$ cat config.mk
export PLATFORM = sky130hd
export DESIGN_NAME = lbm_step_sequencer
export DESIGN_NICKNAME = d
export VERILOG_FILES = /design/src/rtl/lbm_step_sequencer.sv
export SDC_FILE = /design/constraint.sdc
export NUM_CORES = 1
export LEC_CHECK = 0
export ABC_AREA = 1
export CORE_MARGIN = 2
export CORE_UTILIZATION = 42
export DETAILED_ROUTE_END_ITERATION = 10
export GPL_TIMING_DRIVEN = 0
export PLACE_DENSITY = 0.7
export SYNTH_ARGS = -nofsm -noshare
export SYNTH_HDL_FRONTEND = slang
export SYNTH_SLANG_ARGS = --single-unit
$ cat constraint.sdc
create_clock -name Clk -period 1.3 [get_ports Clk]
set_input_delay 0.195 -clock Clk [delete_from_list [all_inputs] [get_ports Clk]]
set_output_delay 0.195 -clock Clk [all_outputs]
set_load 0.02 [all_outputs]
$ cat src/rtl/lbm_step_sequencer.sv
// Time-step scheduler for the LBM solver: walks every lattice node through
// COLLIDE, STREAM and BOUNDARY per step, for MAX_TIME steps per run.
module lbm_step_sequencer #(
    parameter int MAX_TIME         = 8,
    parameter int TIME_COUNT_WIDTH = $clog2(MAX_TIME),
    parameter int NUM_NODES        = 64,
    parameter int ADDR_WIDTH       = $clog2(NUM_NODES)
) (
    input  logic                        Clk,
    input  logic                        Reset,
    input  logic                        Start,
    input  logic                        Abort,
    input  logic                        node_ready,
    output logic                        node_valid,
    output logic [ADDR_WIDTH-1:0]       node_addr,
    output logic [1:0]                  phase,
    output logic [TIME_COUNT_WIDTH-1:0] time_step,
    output logic                        step_done,
    output logic                        busy,
    output logic                        sim_done
);

    typedef enum logic [2:0] {
        IDLE,
        COLLIDE,
        STREAM,
        BOUNDARY,
        STEP_END,
        DONE
    } state_t;

    localparam logic [ADDR_WIDTH-1:0]       LAST_ADDR = ADDR_WIDTH'(NUM_NODES - 1);
    localparam logic [TIME_COUNT_WIDTH-1:0] LAST_STEP = TIME_COUNT_WIDTH'(MAX_TIME - 1);

    state_t                        state, state_nx;
    logic [ADDR_WIDTH-1:0]         addr_nx;
    logic [TIME_COUNT_WIDTH-1:0]   step_nx;
    logic                          xfer;

    always_ff @(posedge Clk) begin
        if (Reset) begin
            state     <= IDLE;
            node_addr <= '0;
            time_step <= '0;
        end else begin
            state     <= state_nx;
            node_addr <= addr_nx;
            time_step <= step_nx;
        end
    end

    assign xfer = node_valid && node_ready;

    always_comb begin
        state_nx = state;
        addr_nx  = node_addr;
        step_nx  = time_step;
        if (Abort) begin
            state_nx = IDLE;
            addr_nx  = '0;
            step_nx  = '0;
        end else begin
            case (state)
                IDLE: begin
                    if (Start) begin
                        state_nx = COLLIDE;
                        addr_nx  = '0;
                        step_nx  = '0;
                    end
                end
                COLLIDE, STREAM, BOUNDARY: begin
                    if (xfer) begin
                        if (node_addr == LAST_ADDR) begin
                            // Phase ends on the last node's transfer; next phase starts immediately.
                            addr_nx = '0;
                            case (state)
                                COLLIDE: state_nx = STREAM;
                                STREAM:  state_nx = BOUNDARY;
                                default: state_nx = STEP_END;
                            endcase
                        end else begin
                            addr_nx = node_addr + 1'b1;
                        end
                    end
                end
                STEP_END: begin
                    if (time_step == LAST_STEP) begin
                        state_nx = DONE;
                    end else begin
                        state_nx = COLLIDE;
                        step_nx  = time_step + 1'b1;
                    end
                end
                DONE: begin
                    // Start must drop before a new run can begin.
                    if (!Start) begin
                        state_nx = IDLE;
                        step_nx  = '0;
                    end
                end
                default: begin
                    state_nx = IDLE;
                    addr_nx  = '0;
                    step_nx  = '0;
                end
            endcase
        end
    end

    always_comb begin
        node_valid = 1'b0;
        phase      = 2'd0;
        step_done  = 1'b0;
        busy       = 1'b0;
        sim_done   = 1'b0;
        case (state)
            COLLIDE: begin
                node_valid = 1'b1;
                phase      = 2'd0;
                busy       = 1'b1;
            end
            STREAM: begin
                node_valid = 1'b1;
                phase      = 2'd1;
                busy       = 1'b1;
            end
            BOUNDARY: begin
                node_valid = 1'b1;
                phase      = 2'd2;
                busy       = 1'b1;
            end
            STEP_END: begin
                step_done  = 1'b1;
                busy       = 1'b1;
            end
            DONE:    sim_done = 1'b1;
            default: ;
        endcase
    end

    always_ff @(posedge Clk) begin
        if (!Reset) begin
            assert (node_addr <= LAST_ADDR);
            assert (time_step <= LAST_STEP);
            assert (phase != 2'd3);
        end
    end

endmodule

# After elaboration in Yosys (flattened, before gate mapping)
# Index checks and enable logic that the tools add are counted.
classes:
  reduce_logical: 9
  muxes: 19
  n_eq_ne: 12
  add_sub_neg: 2
  bitwise: 2
op_table:
  columns: ["operator", "count"]
  rows:
  - ["$pmux 3 s4", 2]
  - ["$mux 3", 7]
  - ["$mux 6", 3]
  - ["$pmux 6 s3", 1]
  - ["$eq 3x3->1 const B", 3]
  - ["$reduce_and 4->1", 2]
  - ["$add 6x1->6 const B", 1]
  - ["$eq 3x2->1 const B", 2]
  - ["$eq 6x6->1 const B", 1]
  - ["$ne 2x2->1 const B", 3]
  - ["$pmux 3 s2", 1]
  - ["$mux 1", 4]
  - ["$ne 2x1->1 const B", 2]
  - ["$pmux 2 s2", 1]
  - ["$reduce_or 2->1", 2]
  - ["$reduce_or 4->1", 1]
  - ["$add 3x1->3 const B", 1]
  - ["$eq 3x1->1 const B", 1]
  - ["$logic_not 3->1", 1]
  - ["$reduce_and 3->1", 1]
  - ["$reduce_or 3->1", 1]
  - ["$not 1->1", 2]
  - ["$logic_and 1x1->1", 1]
totals:
  regBits: 12
  elab_cells: 47
  input_bits: 5
  out_inout_bits: 15

# Logic depth before layout (Yosys ltp)
logic_depth:
  word_depth: 6
  mapped_depth: 9
  ltp_nobuf: 9

# Least setup slack after synthesis
# Ideal clock, no wire load.
synth_timing:
  path_type: "register to register"
  from: "register state[0]"
  to: "register node_addr[5]"
  stages_incl_launch_ff: 7
  setup_slack_ps: -89
  synth_period_minus_slack_ps: 1389
  t_arrival_ps: 1319
  n_path_buf: 0
  required_ps: 1230
  setup_ps: 70
  path_cell_list: "dfxtp_1 nor2_1 nor2_1 o21ai_0 nor2_1 nand2_1 a21oi_1"
synth_between:
  elab_chain_cells: 6
  word_cells_on_any_way: 15
  cone_classes: "eq/ne: 7; mux: 2; bitwise: 1; reduce/logical: 5"
synth_rtl:
  columns: ["item", "line_no", "source"]
  rows:
  - ["start: declaration", "35", "state_t state, state_nx;"]
  - ["start signal: assignment", "46", "state <= state_nx;"]
  - ["$eq 3x2->1 or $eq 3x1->1 (tied branches)", "116", "case (state)"]
  - ["$reduce_or 3->1 (no source line) (*)", null, null]
  - ["$mux 1 (*)", "116", null]
  - ["via node_valid", "14", "output logic node_valid,"]
  - ["$logic_and 1x1->1 (*)", "52", "assign xfer = node_valid && node_ready;"]
  - ["$ne 2x1->1 (no source line) (*)", null, null]
  - ["$reduce_and 3->1 (no source line) (*)", null, null]
  - ["end signal: assignment", "47", "node_addr <= addr_nx;"]
  - ["end: declaration", "15", "output logic [ADDR_WIDTH-1:0] node_addr,"]
# The timed path passes the listed nets; every way through them passes the cells marked *.
# A chain may end at the register's enable or synchronous reset.

# Worst setup path after layout
layout_timing:
  from: "register state[1]"
  to: "output port busy"
layout_between:
  elab_chain_cells: 3
  word_cells_on_any_way: 6
  cone_classes: "eq/ne: 4; mux: 1; reduce/logical: 1"
layout_rtl:
  columns: ["item", "line_no", "source"]
  rows:
  - ["$eq 3x3->1, or another cell as far along", "116", null]
  - ["$reduce_or 4->1 (no source line) (*)", null, null]
  - ["$mux 1 (*)", "116", null]
  - ["end: declaration", "19", "output logic busy,"]
# Mark *: on every way between the ends. The rest lies on a longest branch, timed or not.

==> flow_summary.rst <==
.. list-table::
   :header-rows: 1

   * - Metric
     - Value
   * - Top-area cell type share of the netlist area
     - 31.2%
   * - Clock Root Buffer
     - sky130_fd_sc_hd__clkbuf_4
   * - Worst vdd rail ir drop
     - 554 uV
   * - DR DRC count
     - 0
   * - Type of the worst min-delay path
     - reg2reg
   * - Via count
     - 827
   * - Sequential-to-total area share from yosys stat
     - 31.2%
   * - Actual slew at the worst max-slew pin
     - 0.422 ns
   * - Total wire length
     - 1940 um
   * - Final hold viol count
     - 0
   * - Endpoint of the worst-slack reg-to-reg timing path
     - node_addr[3]
   * - Syn Std Cell Area
     - 771 sq um
   * - Static leakage
     - 0.532 nW
   * - Core area
     - 1730 sq um
   * - Detail-routed net length per standard cell
     - 11.1 um
   * - Number of I/O pins
     - 20
   * - Count of H-tree levels built during CTS
     - 1
   * - Die height
     - 46.8 um
   * - Initial antenna violation count
     - 0
   * - Horizontal die dimension
     - 46.8 um
   * - CP Data Required Time
     - 1.11 ns
   * - Post-synth top area cell
     - sky130_fd_sc_hd__dfxtp_1
   * - Number of enable flip-flop cells after synthesis
     - 0
   * - Min Tclk post-route
     - 1.41 ns
   * - Maximum number of pins on one net before global-route repair
     - 11
   * - RSZ-0062 raised after global routing
     - true
   * - Crit end category
     - output pin
   * - Average size of a mapped cell
     - 6.32 sq um
   * - Wire length of the first global-routing pass
     - 2880 um
   * - Total of endpoints with negative setup slack in the final report
     - 5
   * - Final core utilization
     - 66.5%
   * - Worst setup slack after layout
     - -0.109 ns
   * - Number of DRC markers in iteration 0
     - 14
   * - Run status
     - complete, but fails checks
   * - Max Buffers Root-to-Sink
     - 2
   * - Worst R2R Setup Slack
     - 0 ns
   * - Area of the die
     - 2190 sq um
   * - Combined global-route utilization of all metal layers
     - 18.6%
   * - Placed Cells
     - 166
   * - Number of distinct standard cells referenced by the synthesized netlist
     - 17
   * - Worst slew margin relative to its limit
     - 71.8%
   * - Type of the setup path with the least slack
     - reg2out
   * - Pre-CTS WS
     - -0.424 ns
   * - Tightest hold margin
     - 0.508 ns
   * - Fraction of layout instances using a drive strength above 1
     - 31.5%
   * - Fmax
     - 710 MHz
   * - Final non-filler cell total
     - 174
   * - Period utilisation layout
     - 108%
   * - Worst Hold Depth
     - 2
   * - Initial cell density of the core
     - 44.6%
   * - Layout-stage area growth over the synthesis result
     - 49.0%
   * - Final weighted congestion of routability-driven global placement
     - 0.854
   * - Vias in the first global route
     - 691
   * - Terminating pin of the worst hold path
     - time_step[2]
   * - Number of rows created at floorplan
     - 15
   * - Clock Latency Late Sink
     - 0.27 ns
   * - Clock tree from TritonCTS
     - built
   * - Clock skew after layout
     - 0.00564 ns
   * - Post-synthesis async set-or-reset flop share
     - 0%
   * - Post-route antenna net violation count
     - 0
   * - Highest fanout seen on the critical path
     - 5
   * - Power per cell area
     - 863 nW/um^2
   * - Origin of the worst min-delay path
     - time_step[2]
   * - Most used flip-flop cell after synthesis
     - sky130_fd_sc_hd__dfxtp_1
   * - Origin of the critical flop-to-flop path
     - state[1]
   * - Flip-flop and latch count after synthesis
     - 12
   * - Via-per-instance ratio
     - 4.75
   * - Final net count
     - 159
   * - Max_cap viols
     - 0
   * - Clock slew at reported path FFs
     - 0.07 ns
   * - Violated checks
     - setup timing
   * - Grt total ovfl
     - 0
   * - Count of mapped cells out of synthesis
     - 122
   * - Pins over their slew limit
     - 0
   * - Clock sinks
     - 12
   * - Length of the first detailed-routing pass in iterations
     - 4
   * - Total number of yosys warnings
     - 0
   * - Number of input and output port buffers inserted
     - 19
   * - Crit path arrival time
     - 1.21 ns
   * - Kind of launch point of the worst setup path
     - register
   * - Number of cells traversed by the worst register-to-register path
     - 9
   * - Number of clock buffers inserted by TritonCTS
     - 3
   * - Detailed-placement wirelength estimate
     - 1270 um
   * - Ranking of synthesized cells by area
     - sky130_fd_sc_hd__dfxtp_1 31%, sky130_fd_sc_hd__nand2_1 14%, sky130_fd_sc_hd__nor2_1 14%
   * - ANT cells
     - 0
   * - Mapped Nets
     - 130
-- cell type report --
cell class              count  area [sq um]
multi-input cells          92           546
inverters                  17          71.3
well taps                  25          31.3
repair buffers             24           211
clock buffers               3          22.5
plain buffers               1          11.3
flip-flops and latches     12           255
fillers                   163           578
-- where the power goes --
part	total (mW)	switching [mW]	internal [mW]	leakage, nW
clock	0.230	0.123	0.107	0.0138
sequential	0.405	0.0228	0.382	0.101
combinational	0.356	0.205	0.151	0.418
total	0.991	0.351	0.641	0.532
-- per-layer routing --
layer  part of all wire [%]  wire length (um)  vias to the layer above  global-route usage (%)
met5                      0                 0                        -                       0
met3                    2.5                49                        5                    2.31
met4                    2.2                43                        0                    11.7
met1                     47               914                      369                    25.5
li1                       -                 -                      438                       -
met2                     48               927                       15                    27.7
-- cell usage after synthesis (2+ instances only) --
master / number
sky130_fd_sc_hd__a21oi_1: 5
sky130_fd_sc_hd__nor2_4: 3
sky130_fd_sc_hd__nand3_1: 6
sky130_fd_sc_hd__nand2_1: 29
sky130_fd_sc_hd__nor3_1: 4
sky130_fd_sc_hd__ha_1: 3
sky130_fd_sc_hd__nand3_2: 2
sky130_fd_sc_hd__dfxtp_1: 12
sky130_fd_sc_hd__o21ai_0: 7
sky130_fd_sc_hd__nor2_1: 28
sky130_fd_sc_hd__inv_1: 16
sky130_fd_sc_hd__nand2_4: 2
-- metrics by stage --
stage / cell area, sq um / setup TNS, ns / power (mW)
after global placement: 997 / -3.40 / 0.712
after CTS: 1020 / -0.306 / 0.939
after global routing: 1150 / -1.17 / 1.05
final: 1150 / -0.155 / 0.991
after detailed placement: 997 / -3.77 / 0.716
after floorplan: 776 / 0 / 0.624
-- layout by cell type, fill, tap and decap left out --
cell / Yosys / routed
sky130_fd_sc_hd__nor2_1: 28 / 23
sky130_fd_sc_hd__dfxtp_2: 0 / 3
sky130_fd_sc_hd__or2_4: 0 / 1
sky130_fd_sc_hd__nand2_2: 0 / 2
sky130_fd_sc_hd__ha_2: 0 / 1
sky130_fd_sc_hd__nand2_1: 29 / 26
sky130_fd_sc_hd__dfxtp_1: 12 / 6
sky130_fd_sc_hd__buf_6: 1 / 4
sky130_fd_sc_hd__dlygate4sd2_1: 0 / 8
sky130_fd_sc_hd__nand2_4: 2 / 3
sky130_fd_sc_hd__nand4_1: 1 / 1
sky130_fd_sc_hd__nand3_4: 0 / 2
sky130_fd_sc_hd__nand3_1: 6 / 4
sky130_fd_sc_hd__a21oi_1: 5 / 5
sky130_fd_sc_hd__o21ai_2: 0 / 2
sky130_fd_sc_hd__clkdlybuf4s50_1: 0 / 4
sky130_fd_sc_hd__clkbuf_4: 0 / 3
sky130_fd_sc_hd__dfxtp_4: 0 / 3
sky130_fd_sc_hd__nor2_4: 3 / 5
sky130_fd_sc_hd__nor3_2: 0 / 1
sky130_fd_sc_hd__ha_1: 3 / 1
sky130_fd_sc_hd__inv_1: 16 / 14
sky130_fd_sc_hd__o21ai_0: 7 / 3
sky130_fd_sc_hd__nand3_2: 2 / 2
sky130_fd_sc_hd__ha_4: 0 / 1
sky130_fd_sc_hd__clkdlybuf4s15_1: 0 / 1
sky130_fd_sc_hd__o21ai_1: 1 / 3
sky130_fd_sc_hd__nor3_1: 4 / 3
sky130_fd_sc_hd__buf_4: 0 / 7
sky130_fd_sc_hd__nor2_2: 0 / 3
sky130_fd_sc_hd__inv_4: 0 / 3
sky130_fd_sc_hd__buf_2: 0 / 1
-- logic make-up after synthesis --
| group | share of synthesized area [%] |
|---|---|
| AOI/OAI and AO/OA | 8.44 |
| adders and majority gates | 4.87 |
| buffers and inverters | 9.74 |
| and+or+nand+nor | 45.8 |
| DFF | 31.2 |
-- worst max path at each step --
stage / start / slack [ns] / cells past startpoint / endpoint
finish: state[1] / -0.11 / 5 / busy
global route: state[1] / -0.15 / 5 / busy
CTS: state[1] / -0.20 / 4 / busy
detailed placement: state[0] / -0.42 / 5 / busy
global placement: state[0] / -0.41 / 5 / busy
floorplan: time_step[0] / 0.01 / 8 / time_step[0]
-- worst max-delay path, stage by stage (launching register included) --
cell	delay, ns
sky130_fd_sc_hd__dfxtp_4	0.39
sky130_fd_sc_hd__inv_4	0.06
sky130_fd_sc_hd__nand2_4	0.10
sky130_fd_sc_hd__nor2_4	0.05
sky130_fd_sc_hd__or2_4	0.22
sky130_fd_sc_hd__buf_6	0.13
-- what timing repair did --
item,in CTS,in global routing
buffers inserted,2,2
pin swaps,1,5
gates cloned,0,1
setup endpoints to repair,22,16
hold buffers,0,0
gates resized for setup,46,35
-- flip-flops by register name (all words and copies together), names as in the netlist --
name / flops
node_addr: 6
state: 3
time_step: 3
Power figures use the tool's default switching activity.
